==> src/rtl/bus_arb_pkg.sv <==
// Shared definitions for the bus arbiter and the benches that drive it.
//   arb_state_e : arbiter state codes
//   gid_w()     : width of the owner index for a given master count
package bus_arb_pkg;

  typedef enum logic [1:0] {
    IDLE        = 2'd0,
    OWNED       = 2'd1,
    SPLIT       = 2'd2,
    SPLIT_OWNED = 2'd3
  } arb_state_e;

  // Owner index width; a single master bit is still one bit wide.
  function automatic int gid_w(input int n);
    return (n <= 2) ? 1 : $clog2(n);
  endfunction

endpackage

==> src/rtl/rr_pick.sv <==
// Combinational round-robin picker.
//   req     : candidate requests (already masked by the caller)
//   last_id : index of the previous grant; search starts just after it
//   valid   : at least one candidate
//   winner  : first candidate strictly after last_id, cyclically
module rr_pick #(
  parameter int NM = 2,
  parameter int IW = 1
) (
  input  logic [NM-1:0] req,
  input  logic [IW-1:0] last_id,
  output logic          valid,
  output logic [IW-1:0] winner
);

  logic [2*NM-1:0] rot;
  int              sh;
  int              idx;

  // Rotate so bit 0 is the master right after last_id; the lowest set
  // bit of the rotated vector is then the winner.
  always_comb begin
    sh     = int'(last_id) + 1;
    rot    = {req, req} >> sh;
    valid  = 1'b0;
    idx    = 0;
    winner = '0;
    for (int j = NM - 1; j >= 0; j--) begin
      if (rot[j]) begin
        valid = 1'b1;
        idx   = sh + j;
      end
    end
    if (idx >= NM) idx = idx - NM;
    if (idx >= NM) idx = idx - NM;
    winner = IW'(idx);
  end

endmodule

==> src/rtl/bus_arbiter.sv <==
// Round-robin bus arbiter with single outstanding split transaction.
//   clk, reset    : clock, synchronous active-high reset
//   req[NM]       : level requests, held for the whole transaction
//   hold          : slave asks to split the current transaction
//   grant[NM]     : registered one-hot grant (zero when unowned)
//   grant_id      : index of the owner (0 when unowned)
//   bus_available : registered, low while a second master owns the bus
//                   during a split
//   split_active  : a split is outstanding
//   timeout       : one-cycle pulse on a forced release
// Build option: define ARB_TIMEOUT_EN to bound ownership to TIMEOUT
// granted cycles; otherwise ownership is unbounded and timeout is 0.
module bus_arbiter
  import bus_arb_pkg::*;
#(
  parameter int NM      = 2,
  parameter int TIMEOUT = 255
) (
  input  logic                 clk,
  input  logic                 reset,
  input  logic [NM-1:0]        req,
  input  logic                 hold,
  output logic [NM-1:0]        grant,
  output logic [gid_w(NM)-1:0] grant_id,
  output logic                 bus_available,
  output logic                 split_active,
  output logic                 timeout
);

  localparam int IW = gid_w(NM);

  arb_state_e    state, state_nx;
  logic [NM-1:0] grant_nx;
  logic [IW-1:0] grant_id_nx;
  logic [IW-1:0] last_id, last_id_nx;
  logic [IW-1:0] split_id, split_id_nx;
  logic          split_active_nx;
  logic          expire;
  logic          owner_req;

  logic [NM-1:0] pick_req;
  logic          pick_valid;
  logic [IW-1:0] pick_id;

  // The split master keeps its place; it must not win a second slot.
  assign pick_req  = (state == SPLIT) ? (req & ~(NM'(1) << split_id)) : req;
  assign owner_req = req[grant_id];

  rr_pick #(.NM(NM), .IW(IW)) u_pick (
    .req     (pick_req),
    .last_id (last_id),
    .valid   (pick_valid),
    .winner  (pick_id)
  );

  always_comb begin
    state_nx        = state;
    grant_nx        = grant;
    grant_id_nx     = grant_id;
    last_id_nx      = last_id;
    split_id_nx     = split_id;
    split_active_nx = split_active;
    case (state)
      IDLE: begin
        if (pick_valid) begin
          state_nx    = OWNED;
          grant_nx    = NM'(1) << pick_id;
          grant_id_nx = pick_id;
          last_id_nx  = pick_id;
        end
      end
      OWNED: begin
        // Hold beats a same-cycle release so the split is never lost.
        if (hold) begin
          state_nx        = SPLIT;
          split_id_nx     = grant_id;
          split_active_nx = 1'b1;
          grant_nx        = '0;
          grant_id_nx     = '0;
        end else if (expire || !owner_req) begin
          state_nx    = IDLE;
          grant_nx    = '0;
          grant_id_nx = '0;
          last_id_nx  = grant_id;
        end
      end
      SPLIT: begin
        if (!hold) begin
          split_active_nx = 1'b0;
          if (req[split_id]) begin
            state_nx    = OWNED;
            grant_nx    = NM'(1) << split_id;
            grant_id_nx = split_id;
            last_id_nx  = split_id;
          end else begin
            state_nx    = IDLE;
            split_id_nx = '0;
          end
        end else if (pick_valid) begin
          state_nx    = SPLIT_OWNED;
          grant_nx    = NM'(1) << pick_id;
          grant_id_nx = pick_id;
          last_id_nx  = pick_id;
        end
      end
      SPLIT_OWNED: begin
        // hold is only looked at once the interim owner lets go.
        if (expire || !owner_req) begin
          grant_nx    = '0;
          grant_id_nx = '0;
          last_id_nx  = grant_id;
          if (hold) begin
            state_nx = SPLIT;
          end else begin
            split_active_nx = 1'b0;
            if (req[split_id]) begin
              state_nx    = OWNED;
              grant_nx    = NM'(1) << split_id;
              grant_id_nx = split_id;
              last_id_nx  = split_id;
            end else begin
              state_nx    = IDLE;
              split_id_nx = '0;
            end
          end
        end
      end
      default: state_nx = IDLE;
    endcase
  end

  always_ff @(posedge clk) begin
    if (reset) begin
      state         <= IDLE;
      grant         <= '0;
      grant_id      <= '0;
      bus_available <= 1'b1;
      split_active  <= 1'b0;
      last_id       <= IW'(NM - 1);
      split_id      <= '0;
    end else begin
      state         <= state_nx;
      grant         <= grant_nx;
      grant_id      <= grant_id_nx;
      bus_available <= (state_nx != SPLIT_OWNED);
      split_active  <= split_active_nx;
      last_id       <= last_id_nx;
      split_id      <= split_id_nx;
    end
  end

`ifdef ARB_TIMEOUT_EN
  localparam int CW = $clog2(TIMEOUT + 1);

  logic [CW-1:0] hold_cnt;
  logic          new_grant;

  // hold_cnt is the number of completed granted cycles before this one,
  // so the owner keeps the bus for exactly TIMEOUT cycles.
  assign expire    = ((state == OWNED) || (state == SPLIT_OWNED)) &&
                     (hold_cnt == CW'(TIMEOUT - 1));
  assign new_grant = (state_nx != state) && (|grant_nx);

  always_ff @(posedge clk) begin
    if (reset) begin
      hold_cnt <= '0;
      timeout  <= 1'b0;
    end else begin
      timeout <= expire && !((state == OWNED) && hold);
      if (new_grant || !(|grant_nx)) hold_cnt <= '0;
      else                           hold_cnt <= hold_cnt + 1'b1;
    end
  end
`else
  assign expire  = 1'b0;
  assign timeout = 1'b0;
`endif

endmodule

==> config.mk <==
export PLATFORM = sky130hd
export DESIGN_NAME = bus_arbiter
export DESIGN_NICKNAME = d
export VERILOG_FILES = /design/src/rtl/bus_arb_pkg.sv /design/src/rtl/rr_pick.sv /design/src/rtl/bus_arbiter.sv
export SDC_FILE = /design/constraint.sdc
export NUM_CORES = 1
export LEC_CHECK = 0
export CAP_MARGIN = 5
export CORE_MARGIN = 2
export CORE_UTILIZATION = 45
export CTS_BUF_LIST = sky130_fd_sc_hd__clkbuf_8
export CTS_CLUSTER_SIZE = 28
export DETAILED_ROUTE_END_ITERATION = 12
export DONT_BUFFER_PORTS = 1
export MAX_ROUTING_LAYER = met4
export RECOVER_POWER = 50
export SYNTH_ARGS = -nofsm -noshare
export SYNTH_HDL_FRONTEND = slang
export SYNTH_HIERARCHICAL = 1
export SYNTH_SLANG_ARGS = --single-unit
==> constraint.sdc <==
create_clock -name clk -period 3.9 [get_ports clk]
set_input_delay 0.78 -clock clk [delete_from_list [all_inputs] [get_ports clk]]
set_output_delay 0.78 -clock clk [all_outputs]
set_load 0.01 [all_outputs]
==> key figures, run 1 <==
GRT
  – First-pass GRT wire length: about 2.4 mm
  – Initial antenna violation count: 0
  – Vias in the first global route: 519
  – Gr ovfl total: 0
  – GR Util All Layers: 0.179
  – Largest net degree at the start of global routing: 21

Flow run
  – Max cap viols: 0

Place
  – Final GP Congestion: 0.833
  – Port buffer count: 0
  – Cell count after placement: 97
  – Dpl ws: 1.80 ns
  – HPWL Detailed: 1.08 mm
  – Placed instance area: 678 um2

Synthesis
  – Seq cells post-synth: 9
  – Post-Syn Area: 698 um2
  – Syn_nets: 93
  – Sequential fraction of the synthesis area: 0.258
  – Synth Warn #: 6
  – Post-synthesis cell type count: 39
  – Main synth FF type: dfxtp_1
  – Synthesized instance count: 88
  – Ys async rst share: 0
  – Mean Syn Cell Area: 7.93 um2
  – EDFF count, synth: 0

Timing
  – Minimum clock period: between 2 and 2.5 ns
  – Setup violators final: 0
  – Worst Tran Pin Value: around 0.67 ns
  – Fmax: 472 MHz
  – Max Slew Vio Count: 0
  – Clk_skew: 0.000350 ns
  – Slew headroom: 0.556
  – Sum Neg Setup Slack: 0 ns
  – PnR worst setup slack: between 1.5 and 2 ns
  – Final Cycle Share: 0.543
  – Hold Vio Cnt, Final: 0
  – RSZ-0062 raised after global routing: false

Pwr
  – P_leak: 0.243 nW
  – Net Switching: 0.0793 mW
  – Clock power share: 0.388
  – Combinational fraction of design power: 0.181
  – Switching Share: 0.289
  – P_int: 0.195 mW
  – Power density over the cells: 381 nW/um2
  – VDD IR-drop max: between 0.00015 and 0.0002 V
  – Flop pwr share: 0.431

Setup path
  – Worst reg2reg setup slack: 1.78 ns
  – Critical Path RT: 4.03 ns
  – Critical setup path kind: register to register
  – Reg-to-Reg Start: split_id$_SDFFE_PP0P_
  – FF-to-FF path depth: 7
  – Critical R2R Capture: last_id$_SDFFE_PP1P_
  – Worst EP arrival: 2.24 ns
  – Max FO, Critical Path: 10
  – Worst setup EP type: register
  – CP Launch Type: register

Detailed routing
  – Remaining DRCs: 0
  – Initial DRC count: 19
  – Vias per cell: 6.16
  – Post-route ant nets: 0
  – DR WL/cell: ~15 um
  – Via count: 622
  – Drt pass-1 iters: 4
  – Final WL: 1.56 mm

Final layout
  – Finished Layout Cells: 101
  – P&R area growth vs syn: 3.05%
  – Final core occ: 0.489
  – Final Cell Area: between 700 and 800 um2
  – Layout Nets: 91
  – Filler cells: between 150 and 200
  – Commonest cells after routing, fill and taps aside: 9 x nand2b_1, 9 x dfxtp_1, 6 x a21oi_1
  – Ratio of cells with drive above 1 in the final layout: 0.0941
  – # diodes: 0

Floorplan
  – Die W: 43.4 um
  – Site Rows: 14
  – Die height: 43.4 um
  – Initial core utilization: 0.474
  – DIE AREA: about 1900 um2
  – Ports: 11
  – Area of the core: 1470 um2

CTS
  – CTS tree: built
  – Post-CTS setup buffer count: 0
  – Post-CTS Hold Fix Bufs: 0
  – Clk pin slew, worst setup/hold paths: about 0.050 ns
  – CTS Sinks: 9
  – CTS buffer count: 3
  – Clock root cell: clkbuf_8
  – Worst skew pair latency: 0.23 ns
  – Clock H-tree levels: 1
  – Clock Path Buffers: 2
  – Post-CTS sizing: 0

Min path
  – Hold depth: 2
  – Hold Path Class: register to register
  – Hold EP: split_active$_SDFFE_PP0P_
  – Worst Hold Launch: split_active$_SDFFE_PP0P_

Status
  – Outcome: completed
## logic make-up (layout without fill, tap and decap cells)
logic type / after synthesis / after routing / synth area share
AO/OA/AOI/OAI: 26 / 26 / 0.265
multiplexers: 5 / 5 / 0.0788
buffers and inverters: 9 / 6 / 0.0681
AND/OR/NAND/NOR: 37 / 37 / 0.308
other: 1 / 1 / 0.00537
flip-flops: 9 / 9 / 0.258
adder cells (fa/ha/maj): 1 / 1 / 0.0161
## through the flow
stage               power (mW)  hold slack (ns)
floorplan                0.164            0.491
global placement         0.170            0.518
detailed placement       0.170            0.528
CTS                      0.279            0.536
global route             0.288            0.555
finish                   0.274            0.532
## per-layer routing
| metal | global-route usage | wire length (um) | vias up |
|---|---|---|---|
| li1 | - | - | 318 |
| met1 | 0.206 | 694 | 290 |
| met2 | 0.278 | 783 | 12 |
| met3 | 0.0708 | 69 | 2 |
| met4 | 0.0727 | 14 | 0 |
| met5 | - | 0 | - |
## final cells by class
class                   count  area, um2  area share
clock inverters             1       3.75     0.00522
clock buffers               3       41.3      0.0574
inverters                   2       7.51      0.0104
multi-input cells          70        467       0.649
well taps                  16       20.0      0.0278
flip-flops and latches      9        180       0.250
## power groups by stage
stage | Clock (mW) | Sequential, mW | Combinational, mW
global route | 0.113 | 0.120 | 0.0552
floorplan | 0 | 0.112 | 0.0525
CTS | 0.110 | 0.118 | 0.0505
global placement | 0 | 0.119 | 0.0504
detailed placement | 0 | 0.120 | 0.0500
finish | 0.107 | 0.118 | 0.0497
## worst max-delay path by stage
stage,depth (start not counted),endpoint,start
final,7,last_id$_SDFFE_PP1P_,split_id$_SDFFE_PP0P_
after global routing,7,last_id$_SDFFE_PP1P_,split_id$_SDFFE_PP0P_
after global placement,6,last_id$_SDFFE_PP1P_,req[1]
after floorplan,8,last_id$_SDFFE_PP1P_,state[0]$_SDFF_PP0_
after CTS,7,last_id$_SDFFE_PP1P_,split_id$_SDFFE_PP0P_
after detailed placement,7,last_id$_SDFFE_PP1P_,state[1]$_SDFF_PP0_
## registers in the layout, indices dropped and copies added, names as in the netlist
register and count:
grant_id 1, state 2, grant 2, split_id 1, last_id 1, bus_available 1
split_active 1
## synth_stat cells (all sizes together) (2+ instances only)
library cell | number | share of area
a211oi | 2 | 0.021
nor2 | 5 | 0.027
a221oi | 2 | 0.034
nand2 | 5 | 0.027
nand2b | 10 | 0.10
a21oi | 6 | 0.043
nor2b | 3 | 0.027
dfxtp | 9 | 0.26
inv | 2 | 0.011
nand3b | 4 | 0.043
a311oi | 2 | 0.025
buf | 4 | 0.032
mux2i | 4 | 0.063
o21ai | 5 | 0.036
o31a | 2 | 0.025
clkbuf | 2 | 0.013
nor3 | 4 | 0.029
## critical path, cell delays in order (launching register included)
cell	delay, ns
dfxtp_1	0.48
inv_1	0.10
o31a_1	0.31
or2_1	0.32
nand2_1	0.14
a21oi_1	0.07
or4_1	0.40
and3_1	0.18
(Power assumes the default switching activity.)
==> inputs of run 2 (changes only) <==
==> constraint.sdc (replaced) <==
create_clock -name clk -period 2.03 [get_ports clk]
set_input_delay 0.406 -clock clk [delete_from_list [all_inputs] [get_ports clk]]
set_output_delay 0.406 -clock clk [all_outputs]
set_load 0.01 [all_outputs]
==> key figures, run 2 (synthesized netlist as in run 1, its figures left out) <==
Floorplan
  – Site Rows: 14 (unchanged)
  – Die W: 43.4 um (unchanged)
  – Die height: 43.4 um (unchanged)
  – Area of the core: 1470 um2 (unchanged)
  – DIE AREA: 1880 um2 (unchanged)
  – Initial core utilization: 0.474 (unchanged)
  – Ports: 11 (unchanged)

Final layout
  – Regs by FF count: grant (2), state (2)
  – Layout Nets: 96 (+5.5%)
  – Ratio of cells with drive above 1 in the final layout: 0.144 (+0.0503)
  – Finished Layout Cells: 106 (+5.0%)
  – Final core occ: 0.514 (+0.0255)
  – # diodes: 0 (unchanged)
  – Commonest cells after routing, fill and taps aside: 9 x nand2b_1, 9 x dfxtp_1, 6 x a21oi_1
  – Final Cell Area: 757 um2 (+5.2%)
  – P&R area growth vs syn: 8.42%

Timing
  – Clk_skew: 0.00505 ns (+0.00470 ns)
  – PnR worst setup slack: 0.163 ns (-1.62 ns)
  – Hold Vio Cnt, Final: 0 (unchanged)
  – Worst Tran Pin Value: 0.550 ns (-0.116 ns)
  – Max Slew Vio Count: 0 (unchanged)
  – Sum Neg Setup Slack: 0 ns (unchanged)
  – Setup violators final: 0 (unchanged)
  – Slew headroom: 0.634 (+0.0777)
  – Minimum clock period: 1.87 ns (-0.250 ns)
  – WHS: 0.225 ns (-0.307 ns)
  – Final Cycle Share: 0.920 (+0.377)
  – RSZ-0062 raised after global routing: false
  – Fmax: 536 MHz (+13%)

Setup path
  – CP max-delay cell: dfxtp_1
  – Critical-path cell list: inv_1 -> o31a_1 -> or2_1 -> nand2_1 -> a21oi_1 -> or4_1 -> and3_1
  – Buf/Inv on CP: 1 (unchanged)
  – Max FO, Critical Path: 5 (-5)
  – Critical Path RT: 2.17 ns (-1.86 ns)
  – CP Launch Type: register
  – CP peak stage delay: 0.40 ns (-0.08 ns)
  – Critical setup path kind: register to register
  – CP delay by family, top: simple AND/OR/NAND/NOR gates
  – Worst EP arrival: 2.00 ns (-0.24 ns)
  – Worst setup EP type: register

Flow run
  – Max cap viols: 0 (unchanged)

Pwr
  – VDD IR-drop max: 0.000359 V (+82%)
  – Switching Share: 0.296 (+0.00694)
  – Clock power share: 0.392 (+0.004)
  – Flop pwr share: 0.401 (-0.030)
  – Net Switching: 0.161 mW (+100%)
  – Combinational fraction of design power: 0.208 (+0.027)
  – Power density over the cells: 720 nW/um2 (+89%)
  – P_int: 0.384 mW (+97%)
  – Total power draw: 0.545 mW (+99%)
  – P_leak: 0.264 nW (+8.7%)

CTS
  – Clk pin slew, worst setup/hold paths: 0.05 ns (about the same)
  – CTS buffer count: 3 (unchanged)
  – Post-CTS setup buffer count: 0 (unchanged)
  – Post-CTS Hold Fix Bufs: 0 (unchanged)
  – Clock Path Buffers: 2 (unchanged)
  – Clock root cell: clkbuf_8
  – CTS tree: built
  – Clock H-tree levels: 1 (unchanged)
  – Post-CTS sizing: 0 (unchanged)
  – Worst skew pair latency: 0.24 ns (about the same)
  – CTS Sinks: 9 (unchanged)

Detailed routing
  – Via count: 646 (+3.9%)
  – Post-route ant nets: 0 (unchanged)
  – Final WL: 1.55 mm (-0.77%)
  – Remaining DRCs: 0 (unchanged)
  – DR WL/cell: 14.6 um (-5.4%)
  – Vias per cell: 6.09 (-1.0%)
  – Drt pass-1 iters: 4 (unchanged)
  – Initial DRC count: 8 (-11)

GRT
  – Gr ovfl total: 0 (unchanged)
  – First-pass GRT wire length: 2.49 mm (+5.2%)
  – Initial antenna violation count: 0 (unchanged)
  – Largest net degree at the start of global routing: 15 (-29%)
  – GR Util All Layers: 0.185 (+0.00581)
  – Vias in the first global route: 548 (+5.6%)

Min path
  – Hold Path Class: input port to register

Place
  – Port buffer count: 0 (unchanged)
  – Dpl ws: 0.174 ns (-1.63 ns)
  – Placed instance area: 716 um2 (+5.5%)
  – HPWL Detailed: 1.12 mm (+3.5%)
  – Cell count after placement: 102 (+5.2%)
  – Final GP Congestion: 0.906 (+8.8%)

Status
  – Outcome: completed
[run 2: cell count changes in the layout (fill, tap and decap cells not counted), sizes merged]
cell / delta
buf: +4
clkbuf: +1
[run 2: path summary, 6_finish.rpt]
check,start,endpoint,slack [ns],depth (start not counted)
hold reg to reg,split_active$_SDFFE_PP0P_,split_active$_SDFFE_PP0P_,0.53,2
hold / removal,reset,state[0]$_SDFF_PP0_,0.23,1
setup reg to reg,split_id$_SDFFE_PP0P_,last_id$_SDFFE_PP1P_,0.16,7
setup / recovery,split_id$_SDFFE_PP0P_,last_id$_SDFFE_PP1P_,0.16,7
[run 2: layout make-up]
class | instances | area [um2]
tap | 16 | 20.0
sequential | 9 | 180
fill | 144 | 714
clock buffer | 3 | 41.3
multi-input combinational | 70 | 470
timing repair buffer | 5 | 33.8
inverter | 2 | 7.51
clock inverter | 1 | 3.75
[run 2: worst register-to-register path, cell delays in order (launching register included)]
cell and delay, ns:
dfxtp_1 0.40, inv_1 0.08, o31a_1 0.30, or2_1 0.24, nand2_1 0.10, a21oi_1 0.06
or4_1 0.40, and3_1 0.18
[run 2: metal layers]
| layer | up-vias | routed length, um | share of wire | global-route usage |
|---|---|---|---|---|
| li1 | 325 | - | - | - |
| met4 | 0 | 47 | 0.030 | 0.109 |
| met5 | - | 0 | 0 | - |
| met1 | 300 | 732 | 0.47 | 0.236 |
| met2 | 15 | 686 | 0.44 | 0.266 |
| met3 | 6 | 83 | 0.054 | 0.0417 |
[run 2: power by group through the flow]
stage | registers, mW | logic (mW) | clock network [mW]
after global routing | 0.220 | 0.125 | 0.229
final | 0.218 | 0.113 | 0.213
after floorplan | 0.215 | 0.101 | 0
after global placement | 0.222 | 0.114 | 0
after CTS | 0.218 | 0.115 | 0.220
after detailed placement | 0.221 | 0.114 | 0
